## config.mk

```make
export PLATFORM = sky130hd
export DESIGN_NAME = fft_frame_feeder
export DESIGN_NICKNAME = d
export VERILOG_FILES = /design/src/rtl/fft_frame_feeder_pkg.sv /design/src/rtl/fft_pingpong_ram.sv /design/src/rtl/fft_frame_feeder.sv
export SDC_FILE = /design/constraint.sdc
export NUM_CORES = 1
export LEC_CHECK = 0
export ABC_AREA = 1
export CAP_MARGIN = 20
export CORE_MARGIN = 4
export CORE_UTILIZATION = 45
export CTS_CLUSTER_DIAMETER = 150
export CTS_CLUSTER_SIZE = 8
export DETAILED_ROUTE_END_ITERATION = 6
export PLACE_DENSITY = 0.59
export REMOVE_ABC_BUFFERS = 1
export SLEW_MARGIN = 20
export SYNTH_ARGS = -nofsm -noshare
export SYNTH_HDL_FRONTEND = slang
export SYNTH_SLANG_ARGS = --single-unit
```

## constraint.sdc

```tcl
create_clock -name clk -period 5.55 [get_ports clk]
set_input_delay 0.8325 -clock clk [delete_from_list [all_inputs] [get_ports clk]]
set_output_delay 0.8325 -clock clk [all_outputs]
set_load 0.05 [all_outputs]
```

## src/rtl/fft_frame_feeder_pkg.sv

```systemverilog
// Shared definitions for the FFT source-side framer.
//   N_DEF / DW_DEF / GAP_DEF : default frame order, sample width, inter-frame gap
//   FRAME_LEN_DEF            : default frame length in samples (1 << N_DEF)
//   sample_t                 : sample word at the default width
//   rd_state_e               : read-side FSM encoding
package fft_frame_feeder_pkg;

  localparam int N_DEF         = 3;
  localparam int DW_DEF        = 32;
  localparam int GAP_DEF       = 0;
  localparam int FRAME_LEN_DEF = 1 << N_DEF;

  typedef logic [DW_DEF-1:0] sample_t;

  typedef enum logic [1:0] {
    RD_IDLE   = 2'd0,
    RD_STREAM = 2'd1,
    RD_GAP    = 2'd2
  } rd_state_e;

  function automatic int frame_len(input int n);
    return 1 << n;
  endfunction

endpackage

```

## src/rtl/fft_pingpong_ram.sv

```systemverilog
// Two-bank sample buffer, 2 x 2^N words of DW bits.
//   clk             : write clock
//   we              : write enable
//   wr_bank/wr_idx  : write address {bank, idx}
//   wr_data         : write word
//   rd_bank/rd_idx  : read address {bank, idx}
//   rd_data         : combinational read word
// No reset: contents are qualified by the bank-full flags in the feeder.
module fft_pingpong_ram #(
  parameter int N  = 3,
  parameter int DW = 32
) (
  input  logic          clk,
  input  logic          we,
  input  logic          wr_bank,
  input  logic [N-1:0]  wr_idx,
  input  logic [DW-1:0] wr_data,
  input  logic          rd_bank,
  input  logic [N-1:0]  rd_idx,
  output logic [DW-1:0] rd_data
);

  logic [DW-1:0] mem [2*(1<<N)];

  always_ff @(posedge clk) begin
    if (we) mem[{wr_bank, wr_idx}] <= wr_data;
  end

  assign rd_data = mem[{rd_bank, rd_idx}];

endmodule

```

## src/rtl/fft_frame_feeder.sv

```systemverilog
// Source-side framer for the radix-2 SDF FFT. Buffers upstream samples in a
// ping-pong pair of 2^N-deep banks and emits whole, gap-free frames with a
// start pulse on sample 0 and at least GAP idle cycles between frames.
//   clk, rst_n        : clock, async active-low reset
//   s_data/s_valid/s_ready : upstream sample handshake
//   abort             : discard the partially filled write bank
//   fft_ip            : sample to FFT serial input
//   fft_start         : high on sample 0 of each frame
//   fft_valid         : high on every frame sample
//   frames_sent       : completed-frame counter (wraps)
//
// Read FSM
//   state     | meaning
//   RD_IDLE   | waiting for full[rd_bank]
//   RD_STREAM | presenting bank[rd_bank][rd_idx] to the output register
//   RD_GAP    | enforcing idle spacing after a frame
module fft_frame_feeder
  import fft_frame_feeder_pkg::*;
#(
  parameter int N   = N_DEF,
  parameter int DW  = DW_DEF,
  parameter int GAP = GAP_DEF
) (
  input  logic          clk,
  input  logic          rst_n,
  input  logic [DW-1:0] s_data,
  input  logic          s_valid,
  output logic          s_ready,
  input  logic          abort,
  output logic [DW-1:0] fft_ip,
  output logic          fft_start,
  output logic          fft_valid,
  output logic [15:0]   frames_sent
);

  localparam logic [N-1:0] IDX_LAST = {N{1'b1}};
  localparam logic [N:0]   GAP_LOAD = (GAP > 0) ? (N+1)'(GAP - 1) : '0;

  logic [1:0]    full;
  logic          wr_bank;
  logic          rd_bank;
  logic [N-1:0]  wr_idx;
  logic [N-1:0]  rd_idx, rd_idx_nxt;
  logic [N:0]    gap_cnt, gap_cnt_nxt;
  rd_state_e     state, state_nxt;

  logic          accept;
  logic          wr_en;
  logic          fill_done;
  logic          frame_done;
  logic [1:0]    set_vec;
  logic [1:0]    clr_vec;
  logic          next_ready;
  logic [DW-1:0] rd_data;

  assign s_ready   = rst_n & ~full[wr_bank];
  assign accept    = s_valid & s_ready;
  assign wr_en     = accept & ~abort;
  assign fill_done = wr_en & (wr_idx == IDX_LAST);
  assign set_vec   = fill_done  ? (2'b01 << wr_bank) : 2'b00;
  assign clr_vec   = frame_done ? (2'b01 << rd_bank) : 2'b00;

  // At the end of a frame the other bank may be completing on this very edge;
  // counting that fill keeps frames back-to-back when upstream is streaming.
  assign next_ready = full[~rd_bank] | set_vec[~rd_bank];

  fft_pingpong_ram #(.N(N), .DW(DW)) u_ram (
    .clk     (clk),
    .we      (wr_en),
    .wr_bank (wr_bank),
    .wr_idx  (wr_idx),
    .wr_data (s_data),
    .rd_bank (rd_bank),
    .rd_idx  (rd_idx),
    .rd_data (rd_data)
  );

  // Write side
  always_ff @(posedge clk or negedge rst_n) begin
    if (!rst_n) begin
      wr_idx  <= '0;
      wr_bank <= 1'b0;
    end else if (abort) begin
      wr_idx  <= '0;
    end else if (accept) begin
      wr_idx <= wr_idx + 1'b1;
      if (fill_done) wr_bank <= ~wr_bank;
    end
  end

  // Set and clear never target the same bank: writes only go to a non-full
  // bank, reads only free a full one.
  always_ff @(posedge clk or negedge rst_n) begin
    if (!rst_n) full <= 2'b00;
    else        full <= (full | set_vec) & ~clr_vec;
  end

  // Read FSM: state register
  always_ff @(posedge clk or negedge rst_n) begin
    if (!rst_n) begin
      state   <= RD_IDLE;
      rd_idx  <= '0;
      gap_cnt <= '0;
    end else begin
      state   <= state_nxt;
      rd_idx  <= rd_idx_nxt;
      gap_cnt <= gap_cnt_nxt;
    end
  end

  // Read FSM: next state
  always_comb begin
    state_nxt   = state;
    rd_idx_nxt  = rd_idx;
    gap_cnt_nxt = gap_cnt;
    frame_done  = 1'b0;
    case (state)
      RD_IDLE: begin
        if (full[rd_bank]) begin
          state_nxt  = RD_STREAM;
          rd_idx_nxt = '0;
        end
      end
      RD_STREAM: begin
        rd_idx_nxt = rd_idx + 1'b1;
        if (rd_idx == IDX_LAST) begin
          frame_done = 1'b1;
          if (GAP > 0) begin
            state_nxt   = RD_GAP;
            gap_cnt_nxt = GAP_LOAD;
          end else if (!next_ready) begin
            state_nxt = RD_IDLE;
          end
        end
      end
      RD_GAP: begin
        // Terminal count folds in the idle check so the gap is exactly GAP cycles.
        if (gap_cnt == '0) begin
          if (full[rd_bank]) begin
            state_nxt  = RD_STREAM;
            rd_idx_nxt = '0;
          end else begin
            state_nxt = RD_IDLE;
          end
        end else begin
          gap_cnt_nxt = gap_cnt - 1'b1;
        end
      end
      default: state_nxt = RD_IDLE;
    endcase
  end

  // Registered outputs and frame bookkeeping
  always_ff @(posedge clk or negedge rst_n) begin
    if (!rst_n) begin
      fft_ip      <= '0;
      fft_start   <= 1'b0;
      fft_valid   <= 1'b0;
      frames_sent <= '0;
      rd_bank     <= 1'b0;
    end else begin
      if (state == RD_STREAM) begin
        fft_ip    <= rd_data;
        fft_valid <= 1'b1;
        fft_start <= (rd_idx == '0);
      end else begin
        fft_valid <= 1'b0;
        fft_start <= 1'b0;
      end
      if (frame_done) begin
        frames_sent <= frames_sent + 16'd1;
        rd_bank     <= ~rd_bank;
      end
    end
  end

endmodule

```

Yosys cells after proc, flatten, opt, wreduce, memory -nomap -nowiden
Memories as Yosys holds them, arrays and structs flattened. A register that Yosys moved wholly into a read port is not among the register bits.
Index checks and enable logic that the tools add are counted.
{"block": "word_totals", "n_memories": 1, "output_inout_bits": 51, "register_bits": 34, "ramBits": 512}
{"name": "u_ram.mem", "depth": 16, "word_bits": 32, "rd": 1, "rd_clocked_by_memory_dff": 1, "write_ports": 1, "line_no": "fft_pingpong_ram.sv:23", "source": "logic [DW-1:0] mem [2*(1<<N)];"}
{"block": "classes", "n_shift": 2, "n_bitwise": 13, "n_addsub": 4, "reduce_logical": 10, "muxes": 27, "eq_ne": 8, "magnitude_cmp": 3}
{"operator": "adder 16 x 1 -> 16 bit (second input constant)", "n": 1}
{"operator": "two-way mux 1 bit", "n": 15}
{"operator": "two-way mux 2 bit", "n": 6}
{"operator": "two-way mux 3 bit", "n": 4}
{"operator": "case mux 3 bit (3 select lines)", "n": 1}
{"operator": "!= test 2 bit (second input constant)", "n": 4}
{"operator": "adder 3 x 1 -> 3 bit (second input constant)", "n": 2}
{"operator": "equality test 3 bit (second input constant)", "n": 2}
{"operator": "< comparator 1 x 2 -> 1 bit (second input constant)", "n": 3}
{"operator": "case mux 2 bit (3 select lines)", "n": 1}
{"operator": "NOT 1 bit", "n": 5}
{"operator": "AND 1 bit", "n": 4}
{"operator": "zero test 4 bit", "n": 1}
{"operator": "AND reduction 2 bit", "n": 2}
{"operator": "AND reduction 4 bit", "n": 1}
{"operator": "left shift 1 x 1 -> 2 bit (first input constant)", "n": 2}
{"operator": "subtractor 4 x 1 -> 4 bit (second input constant)", "n": 1}
{"operator": "zero test 3 bit", "n": 1}
{"operator": "AND reduction 3 bit", "n": 1}
{"operator": "nonzero test 3 bit", "n": 1}
{"operator": "AND 2 bit", "n": 1}
{"operator": "equality test 2 x 1 -> 1 bit (second input constant)", "n": 1}
{"operator": "equality test 2 bit (second input constant)", "n": 1}
{"operator": "zero test 2 bit", "n": 1}
{"operator": "5 further kinds", "n": 5}

Longest topological paths before layout
Gate-level depths: netlist of the first run.
{"block": "logic_depth", "ltp_word": 14, "depth_mapped": 12, "depth_no_buf": 12}

Modules after synthesis
Synthesis of the first run repeated with hierarchy kept, for this count alone.
{"block": "unflattened", "cells_unflattened": 2375, "area_unflattened_um2": 24687.4}
{"module": "fft_pingpong_ram", "cells_per_inst": 2088, "area_per_inst_um2": 22103.7, "instances": 1, "seq_area_each_um2": 15374.7}
{"module": "fft_frame_feeder", "cells_per_inst": 287, "area_per_inst_um2": 2583.7, "instances": 1, "seq_area_each_um2": 1526.5}

Worst setup path before layout of the first run
Ideal clock, no wire load.
{"block": "synth_path", "path_type": "input to register", "startpoint": "input s_valid", "endpoint": "memory u_ram.mem[0][0] (enable)", "t_arrival_ns": 2.645, "required_time_ns": 5.129, "path_stages": 4, "path_buffers": 0, "path_slack_ns": 2.484, "setup_time_ns": 0.421, "cell_sequence": "nand4_2 nor2_4 nand2_1 nor2_1"}
{"block": "synth_via", "elab_chain_cells": 4}
{"element": "start, declared", "line_no": "fft_frame_feeder.sv:27", "source": "input logic s_valid,"}
{"element": "AND 1 bit", "line_no": "fft_frame_feeder.sv:57", "source": "assign accept = s_valid & s_ready;"}
{"element": "AND 1 bit", "line_no": "fft_frame_feeder.sv:58", "source": "assign wr_en = accept & ~abort;"}
{"element": "two-way mux 1 bit", "line_no": "fft_pingpong_ram.sv:26", "source": "if (we) mem[{wr_bank, wr_idx}] <= wr_data;"}
{"element": "two-way mux 1 bit (not written as such)", "line_no": "fft_pingpong_ram.sv:26"}
{"element": "end, declared", "line_no": "fft_pingpong_ram.sv:23"}
No other way between the ends.

==> impl_metrics.sql, run 1 <==
INSERT INTO impl_metrics (metric_group, metric, value, unit) VALUES
('floorplanning', 'floorplan.die_area', '55230', 'µm²'),
('layout', 'drive_gt1_frac', '0.06563', ''),
('run_status', 'run_status', 'finished, final reports clean', ''),
('critical_path', 'crit_path_start_kind', 'register', ''),
('logic_synthesis', 'synth-main-ff-cell', 'sky130_fd_sc_hd__edfxtp_1', ''),
('run', 'max_cap_viol_count', '0', ''),
('routing', 'route.detailed.drc', '0', ''),
('timing', 'worstMarginPinSlew', '1.081', 'ns'),
('logic_synthesis', 'yosysWarningCount', '0', ''),
('layout', 'postLayoutCoreUtil', '0.5303', ''),
('global_route', 'grt_max_degree', '258', ''),
('clock_network', 'cts-root-to-sink-buffers', '3', ''),
('min_path', 'worst_hold_path.num_cells', '2', ''),
('power_and_ir_drop', 'vdd_drop_max', '179.6', 'µV'),
('floorplanning', 'effective_utilization_at_floorplan', '0.4585', ''),
('placement', 'place_area', '24450', 'µm²'),
('clock_network', 'holdBufCountCts', '0', ''),
('timing', 'max_freq', '318.9', 'MHz'),
('layout', 'syn_to_final_growth', '15.66', '%'),
('clock_network', 'number_of_h_tree_levels', '3', ''),
('logic_synthesis', 'yosysSeqAreaShare', '0.7287', ''),
('timing', 'period_needed', '3.135', 'ns'),
('logic_synthesis', 'synth_top_area_cell', 'sky130_fd_sc_hd__edfxtp_1', ''),
('routing', 'dr.pass1.iters', '6', ''),
('layout', 'layout.cells.most_common', 'sky130_fd_sc_hd__nand2_1', ''),
('floorplanning', 'die_h', '235.0', 'µm'),
('critical_path', 'critPathRequiredTime', '6.02', 'ns'),
('timing', 'setup-violations-final', '0', ''),
('clock_network', 'post-cts-setup-buffer-count', '0', ''),
('clock_network', 'tritoncts_clock_tree', 'done', ''),
('critical_path', 'biggest_fanout_along_the_worst_timing_path', '92', ''),
('timing', 'finalHoldViolations', '0', ''),
('layout', 'final_net_count', '2105', ''),
('critical_path', 'critical_path_arrival', '3.61', 'ns'),
('global_route', 'grt_util_all_layers', '0.2099', ''),
('timing', 'drv_slew', '0', ''),
('floorplanning', 'chip_width', '235.0', 'µm'),
('layout', 'most_used_cells_in_the_layout_excluding_fill_and_tap_cells', '817 x sky130_fd_sc_hd__nand2_1, 512 x sky130_fd_sc_hd__edfxtp_1, 389 x sky130_fd_sc_hd__nand3_1, 85 x sky130_fd_sc_hd__clkbuf_16, 85 x sky130_fd_sc_hd__clkdlybuf4s50_1', ''),
('logic_synthesis', 'ys_types', '30', ''),
('timing', 'rsz_0062_raised_after_global_routing', 'no', ''),
('global_route', 'grt_overflow', '0', ''),
('layout', 'layout.cell_area.non_filler', '26820', 'µm²'),
('logic_synthesis', 'netlist.area_leader.share', '0.6629', ''),
('power_and_ir_drop', 'power-per-cell-area', '355.5', 'nW/µm²'),
('critical_path', 'worst_r2r_endpoint', 'fft_ip[26]', ''),
('clock_network', 'worstSkewPairLatency', '0.59', 'ns'),
('critical_path', 'timing.reg2reg.setup_slack', '2.41', 'ns'),
('routing', 'num_vias', '14920', ''),
('logic_synthesis', 'post_synth_edffs', '512', ''),
('layout', 'antenna_cells', '0', ''),
('clock_network', 'cts_resized', '0', ''),
('critical_path', 'crit-reg2reg-launch', 'rd_idx[1]', ''),
('routing', 'drt_wl_total', '59.04', 'mm'),
('logic_synthesis', 'syn_avg_cell_area', '11.65', 'µm²'),
('clock_network', 'cts-buffers-inserted', '81', ''),
('global_route', 'antenna_violations_before_repair', '0', ''),
('timing', 'min_period_over_period', '0.5650', ''),
('floorplanning', 'core', '50580', 'µm²'),
('placement', 'place_worst_setup_slack', '2.086', 'ns'),
('clock_network', 'cts-root-buf', 'sky130_fd_sc_hd__clkbuf_16', ''),
('placement', 'number_of_input_and_output_port_buffers_inserted', '86', ''),
('logic_synthesis', 'synth_top_cells_by_area', 'sky130_fd_sc_hd__edfxtp_1 66%, sky130_fd_sc_hd__nand2_1 13%, sky130_fd_sc_hd__nand3_1 8.4%', ''),
('routing', 'dr.first_iter.drc_count', '1786', ''),
('routing', 'routedWlPerCell', '21.16', 'µm'),
('global_route', 'grt_pass1_wl', '89.29', 'mm'),
('placement', 'place_hpwl', '33.61', 'mm'),
('floorplanning', 'rows', '82', ''),
('logic_synthesis', 'cells_after_synthesis', '1991', ''),
('clock_network', 'clkSinkCount', '573', ''),
('min_path', 'hold_end', 'fft_ip[27]', ''),
('critical_path', 'reg2reg_depth', '9', '');
[how the worst max path moves through the flow]
stage               from           endpoint  slack [ns]  depth (start not counted)
2_1_floorplan  rd_idx[0]          rd_idx[1]       -1.42                          4
3_3_place_gp     s_valid   u_ram.mem[15][5]        2.14                          5
3_5_place_dp     s_valid  u_ram.mem[14][25]        2.09                          5
4_1_cts          wr_bank            s_ready        2.43                          4
5_1_grt        rd_idx[1]         fft_ip[12]        2.24                          9
6_report       rd_idx[1]         fft_ip[26]        2.41                          9
[per-stage QoR]
stage                     hold slack, ns  power, mW
final                             0.4790      9.535
after CTS                         0.4778      9.609
after global routing              0.5026      9.834
after floorplan                   0.5303      4.914
after global placement            0.4619      5.061
after detailed placement          0.4651      5.066
[flip-flops by register name, summed over array words and instances (netlist names)]
| signal | cells |
|---|---|
| u_ram.mem | 512 |
| fft_ip | 32 |
| frames_sent | 16 |
| rd_idx | 3 |
| wr_idx | 3 |
| full | 2 |
| fft_start | 1 |
| fft_valid | 1 |
| rd_bank | 1 |
| state | 1 |
| wr_bank | 1 |
[cells by family (layout without fill, tap and decap cells)]
logic type	after synthesis	after routing	share of synthesized area
buffers and inverters	140	267	0.03388
flip-flops	573	573	0.7287
adder cells (fa/ha/maj)	9	9	0.004856
AO/OA/AOI/OAI	10	10	0.002158
XOR/XNOR	12	12	0.004532
AND/OR/NAND/NOR	1247	1247	0.2258
[where the power goes]
group          internal [mW]  leakage, nW  switching, mW
sequential              4.73         5.37        0.00667
combinational         0.0613         3.45          0.191
clock                   2.82         1.12           1.73
[worst max-delay path: stages (launching register included)]
cell and delay (ns):
sky130_fd_sc_hd__dfrtp_4 0.72, sky130_fd_sc_hd__inv_4 0.84, sky130_fd_sc_hd__buf_4 0.60, sky130_fd_sc_hd__nand3_1 0.13, sky130_fd_sc_hd__nand3_1 0.14, sky130_fd_sc_hd__nand2_1 0.08
sky130_fd_sc_hd__nand2_1 0.13, sky130_fd_sc_hd__nand2_1 0.10, sky130_fd_sc_hd__nand2_1 0.06, sky130_fd_sc_hd__nand2_1 0.07
[cell type report]
| type | count | area, µm² |
|---|---|---|
| flip-flops and latches | 573 | 16910 |
| repair buffers | 99 | 988.4 |
| clock buffers | 138 | 2326 |
| well taps | 672 | 840.8 |
| inverters | 27 | 108.9 |
| multi-input cells | 1278 | 5625 |
| fillers | 4289 | 23760 |
| clock inverters | 3 | 22.52 |
[cell usage after synthesis, types with 7 or more instances]
| library cell | instances |
|---|---|
| sky130_fd_sc_hd__nand3_1 | 389 |
| sky130_fd_sc_hd__xor2_1 | 10 |
| sky130_fd_sc_hd__buf_4 | 15 |
| sky130_fd_sc_hd__edfxtp_1 | 512 |
| sky130_fd_sc_hd__inv_1 | 24 |
| sky130_fd_sc_hd__buf_6 | 16 |
| sky130_fd_sc_hd__nand2_1 | 817 |
| sky130_fd_sc_hd__buf_2 | 54 |
| sky130_fd_sc_hd__clkbuf_1 | 16 |
| sky130_fd_sc_hd__nor2_1 | 25 |
| sky130_fd_sc_hd__dfrtp_1 | 61 |
| sky130_fd_sc_hd__buf_1 | 11 |
| sky130_fd_sc_hd__o21ai_0 | 7 |
| sky130_fd_sc_hd__ha_1 | 9 |
[routing by layer]
layer  GRT usage  wire length (µm)
met1      0.3344             27900
met2      0.2916             25290
met3     0.04960              5075
met4     0.04923               766
met5           0                 0
Note: power is estimated with default switching activity, not from simulation.
==> inputs of run 2 (changes only) <==
==> constraint.sdc (replaced) <==
create_clock -name clk -period 3 [get_ports clk]
set_input_delay 0.45 -clock clk [delete_from_list [all_inputs] [get_ports clk]]
set_output_delay 0.45 -clock clk [all_outputs]
set_load 0.05 [all_outputs]
==> run 2 against run 1 <==
  * Clock power grew 82%
  * Sequential power is 85% higher
  * Power grew 83%
  * Global-route usage fell by 0.30 points
  * Core utilization is 0.77 points higher
  * Critical path depth decreased by 5
  * Routed wire length is 2.1% lower
  * Largest cell class unchanged
  * Combinational power up 79%
  * Cell count increased by 1.6%
==> impl_metrics.sql, run 2 (same netlist as run 1, synthesis figures left out) <==
INSERT INTO impl_metrics (metric_group, metric, value, unit) VALUES
('routing', 'antenna_violating_nets_post_route', '0', ''),
('floorplanning', 'num_io_pins', '87', ''),
('critical_path', 'critical_path_arrival', '2.20', 'ns'),
('clock_network', 'number_of_h_tree_levels', '3', ''),
('critical_path', 'critPathRequiredTime', '2.55', 'ns'),
('critical_path', 'max_stage_delay', '0.81', 'ns'),
('floorplanning', 'chip_width', '235.0', 'µm'),
('timing', 'max_freq', '377.3', 'MHz'),
('placement', 'place_hpwl', '32.50', 'mm'),
('layout', 'layout.cells.most_common', 'sky130_fd_sc_hd__nand2_1', ''),
('critical_path', 'critical_path_source', 'wr_bank', ''),
('clock_network', 'cts_resized', '0', ''),
('layout', 'layout_top_registers', 'u_ram.mem: 512 flops, fft_ip: 32 flops, frames_sent: 16 flops', ''),
('global_route', 'grt_util_all_layers', '0.2069', ''),
('clock_network', 'cts-root-buf', 'sky130_fd_sc_hd__clkbuf_16', ''),
('layout', 'final_net_count', '2145', ''),
('critical_path', 'crit_path_top_delay_cell', 'sky130_fd_sc_hd__clkdlybuf4s50_1', ''),
('critical_path', 'endpoint_kind', 'primary output', ''),
('layout', 'syn_to_final_growth', '17.34', '%'),
('critical_path', 'biggest_fanout_along_the_worst_timing_path', '6', ''),
('global_route', 'grt_max_degree', '129', ''),
('power_and_ir_drop', 'power-per-cell-area', '642.2', 'nW/µm²'),
('layout', 'largest_reg_flops', '512', ''),
('critical_path', 'crit_end', 's_ready', ''),
('timing', 'drv_slew', '0', ''),
('routing', 'routedWlPerCell', '20.37', 'µm'),
('routing', 'num_vias', '15090', ''),
('clock_network', 'clkSinkCount', '573', ''),
('routing', 'drt_wl_total', '57.78', 'mm'),
('routing', 'dr.pass1.iters', '5', ''),
('routing', 'dr.first_iter.drc_count', '1452', ''),
('global_route', 'grt_pass1_wl', '89.31', 'mm'),
('floorplanning', 'rows', '82', ''),
('layout', 'antenna_cells', '0', ''),
('critical_path', 'timing.reg2reg.setup_slack', '0.81', 'ns'),
('layout', 'layout.cell_area.non_filler', '27210', 'µm²'),
('layout', 'most_used_cells_in_the_layout_excluding_fill_and_tap_cells', '817 x sky130_fd_sc_hd__nand2_1, 512 x sky130_fd_sc_hd__edfxtp_1, 389 x sky130_fd_sc_hd__nand3_1, 85 x sky130_fd_sc_hd__clkdlybuf4s50_1, 81 x sky130_fd_sc_hd__clkbuf_16', ''),
('routing', 'drt-vias-per-instance', '5.319', ''),
('timing', 'timing.clock.skew', '0.02193', 'ns'),
('critical_path', 'reg2reg_depth', '9', ''),
('critical_path', 'worst_r2r_endpoint', 'fft_ip[27]', ''),
('clock_network', 'cts.reportedPaths.clkPinSlew', '0.05', 'ns'),
('global_route', 'first_global_vias', '14900', ''),
('floorplanning', 'die_h', '235.0', 'µm'),
('timing', 'finalHoldViolations', '0', ''),
('critical_path', 'crit-reg2reg-launch', 'rd_idx[0]', ''),
('run_status', 'run_status', 'finished, final reports clean', ''),
('layout', 'fillerInstances', '4265', ''),
('timing', 'period_needed', '2.651', 'ns'),
('timing', 'min_period_over_period', '0.8835', ''),
('power_and_ir_drop', 'design_power_total', '17.48', 'mW'),
('placement', 'number_of_input_and_output_port_buffers_inserted', '86', ''),
('clock_network', 'worstSkewPairLatency', '0.60', 'ns'),
('placement', 'place_area', '24900', 'µm²'),
('floorplanning', 'core', '50580', 'µm²'),
('layout', 'largest-register', 'u_ram.mem', ''),
('min_path', 'timing.hold.worst.class', 'reg -> reg', ''),
('timing', 'rsz_0062_raised_after_global_routing', 'no', ''),
('global_route', 'grt_overflow', '0', ''),
('timing', 'worstMarginPinSlew', '1.026', 'ns'),
('layout', 'drive_gt1_frac', '0.08087', ''),
('power_and_ir_drop', 'vdd_drop_max', '362.5', 'µV'),
('routing', 'route.detailed.drc', '0', ''),
('clock_network', 'cts-buffers-inserted', '81', ''),
('critical_path', 'crit_chain', 'inv_2 -> nand2_1 -> and3_1 -> clkdlybuf4s50_1', ''),
('floorplanning', 'effective_utilization_at_floorplan', '0.4585', ''),
('critical_path', 'crit_path_start_kind', 'register', ''),
('timing', 'setup-violations-final', '0', ''),
('timing', 'max-slew-margin-rel', '0.3161', ''),
('power_and_ir_drop', 'power_leakage', '10.17', 'nW'),
('clock_network', 'tritoncts_clock_tree', 'done', ''),
('placement', 'routabilityCongestion', '0.8269', ''),
('critical_path', 'critPathKind', 'reg -> out', ''),
('run', 'max_cap_viol_count', '0', ''),
('floorplanning', 'floorplan.die_area', '55230', 'µm²'),
('clock_network', 'cts-root-to-sink-buffers', '3', ''),
('global_route', 'antenna_violations_before_repair', '0', '');
==> run 2: cell types whose count changed in the layout (fill, tap and decap cells not counted), sizes merged <==
cell | before | now
inv | 28 | 27
dlygate4sd3 | 0 | 1
buf | 14 | 53
clkbuf | 138 | 143
clkinv | 2 | 4
==> run 2: routing by layer <==
metal / vias up / GRT usage / share of wire
met5: - / 0 / 0
met4: 0 / 0.05532 / 0.017
met3: 73 / 0.04045 / 0.070
met2: 517 / 0.3250 / 0.46
met1: 7403 / 0.2987 / 0.45
li1: 7092 / - / -
==> run 2: layout make-up <==
class,count,area [µm²],area share
clock buffers,143,2260,0.08303
inverters,27,108.9,0.004000
well taps,672,840.8,0.03090
repair buffers,139,1421,0.05223
clock inverters,4,46.29,0.001701
multi-input cells,1278,5625,0.2067
flip-flops and latches,573,16910,0.6214
==> run 2: critical path, delay by kind of cell (launching register included) <==
| kind | cells | cell delay [ns] |
|---|---|---|
| buffers and inverters | 2 | 0.91 |
| flip-flops | 1 | 0.45 |
| AND/OR/NAND/NOR | 2 | 0.26 |
==> run 2: worst min-delay path by stage <==
stage,from,end,slack [ns],depth (start not counted)
2_1_floorplan,rst_n,fft_ip[0],0.15,0
3_3_place_gp,fft_ip[28],fft_ip[28],0.46,2
3_5_place_dp,fft_ip[19],fft_ip[19],0.46,2
4_1_cts,fft_ip[19],fft_ip[19],0.48,2
5_1_grt,fft_ip[19],fft_ip[19],0.50,2
6_report,fft_ip[19],fft_ip[19],0.47,2
==> run 2: through the flow <==
| step | setup TNS (ns) | setup slack [ns] | instances | hold WS [ns] | utilization |
|---|---|---|---|---|---|
| final | 0 | 0.3494 | 2836 | 0.4731 | 0.5380 |
| after global routing | 0 | 0.2597 | 2836 | 0.5048 | 0.5380 |
| after CTS | 0 | 0.3156 | 2836 | 0.4777 | 0.5380 |
| after detailed placement | 0 | 0.5103 | 2688 | 0.4640 | 0.4923 |
| after global placement | 0 | 0.5507 | 2688 | 0.4633 | 0.4923 |
| after floorplan | -185.39 | -3.971 | 1878 | 0.1544 | - |
==> run 2: where the power goes <==
part / total [mW] / switching (mW) / leakage (nW) / internal, mW
combinational: 0.453 / 0.333 / 3.70 / 0.120
sequential: 8.76 / 0.0114 / 5.37 / 8.74
clock: 8.27 / 3.22 / 1.09 / 5.05
total: 17.5 / 3.57 / 10.2 / 13.9
==> run 2: timing repair <==
item | in CTS | in global routing
hold endpoints to repair | 61 | 0
buffers inserted | 0 | 0
hold buffers | 1 | 0
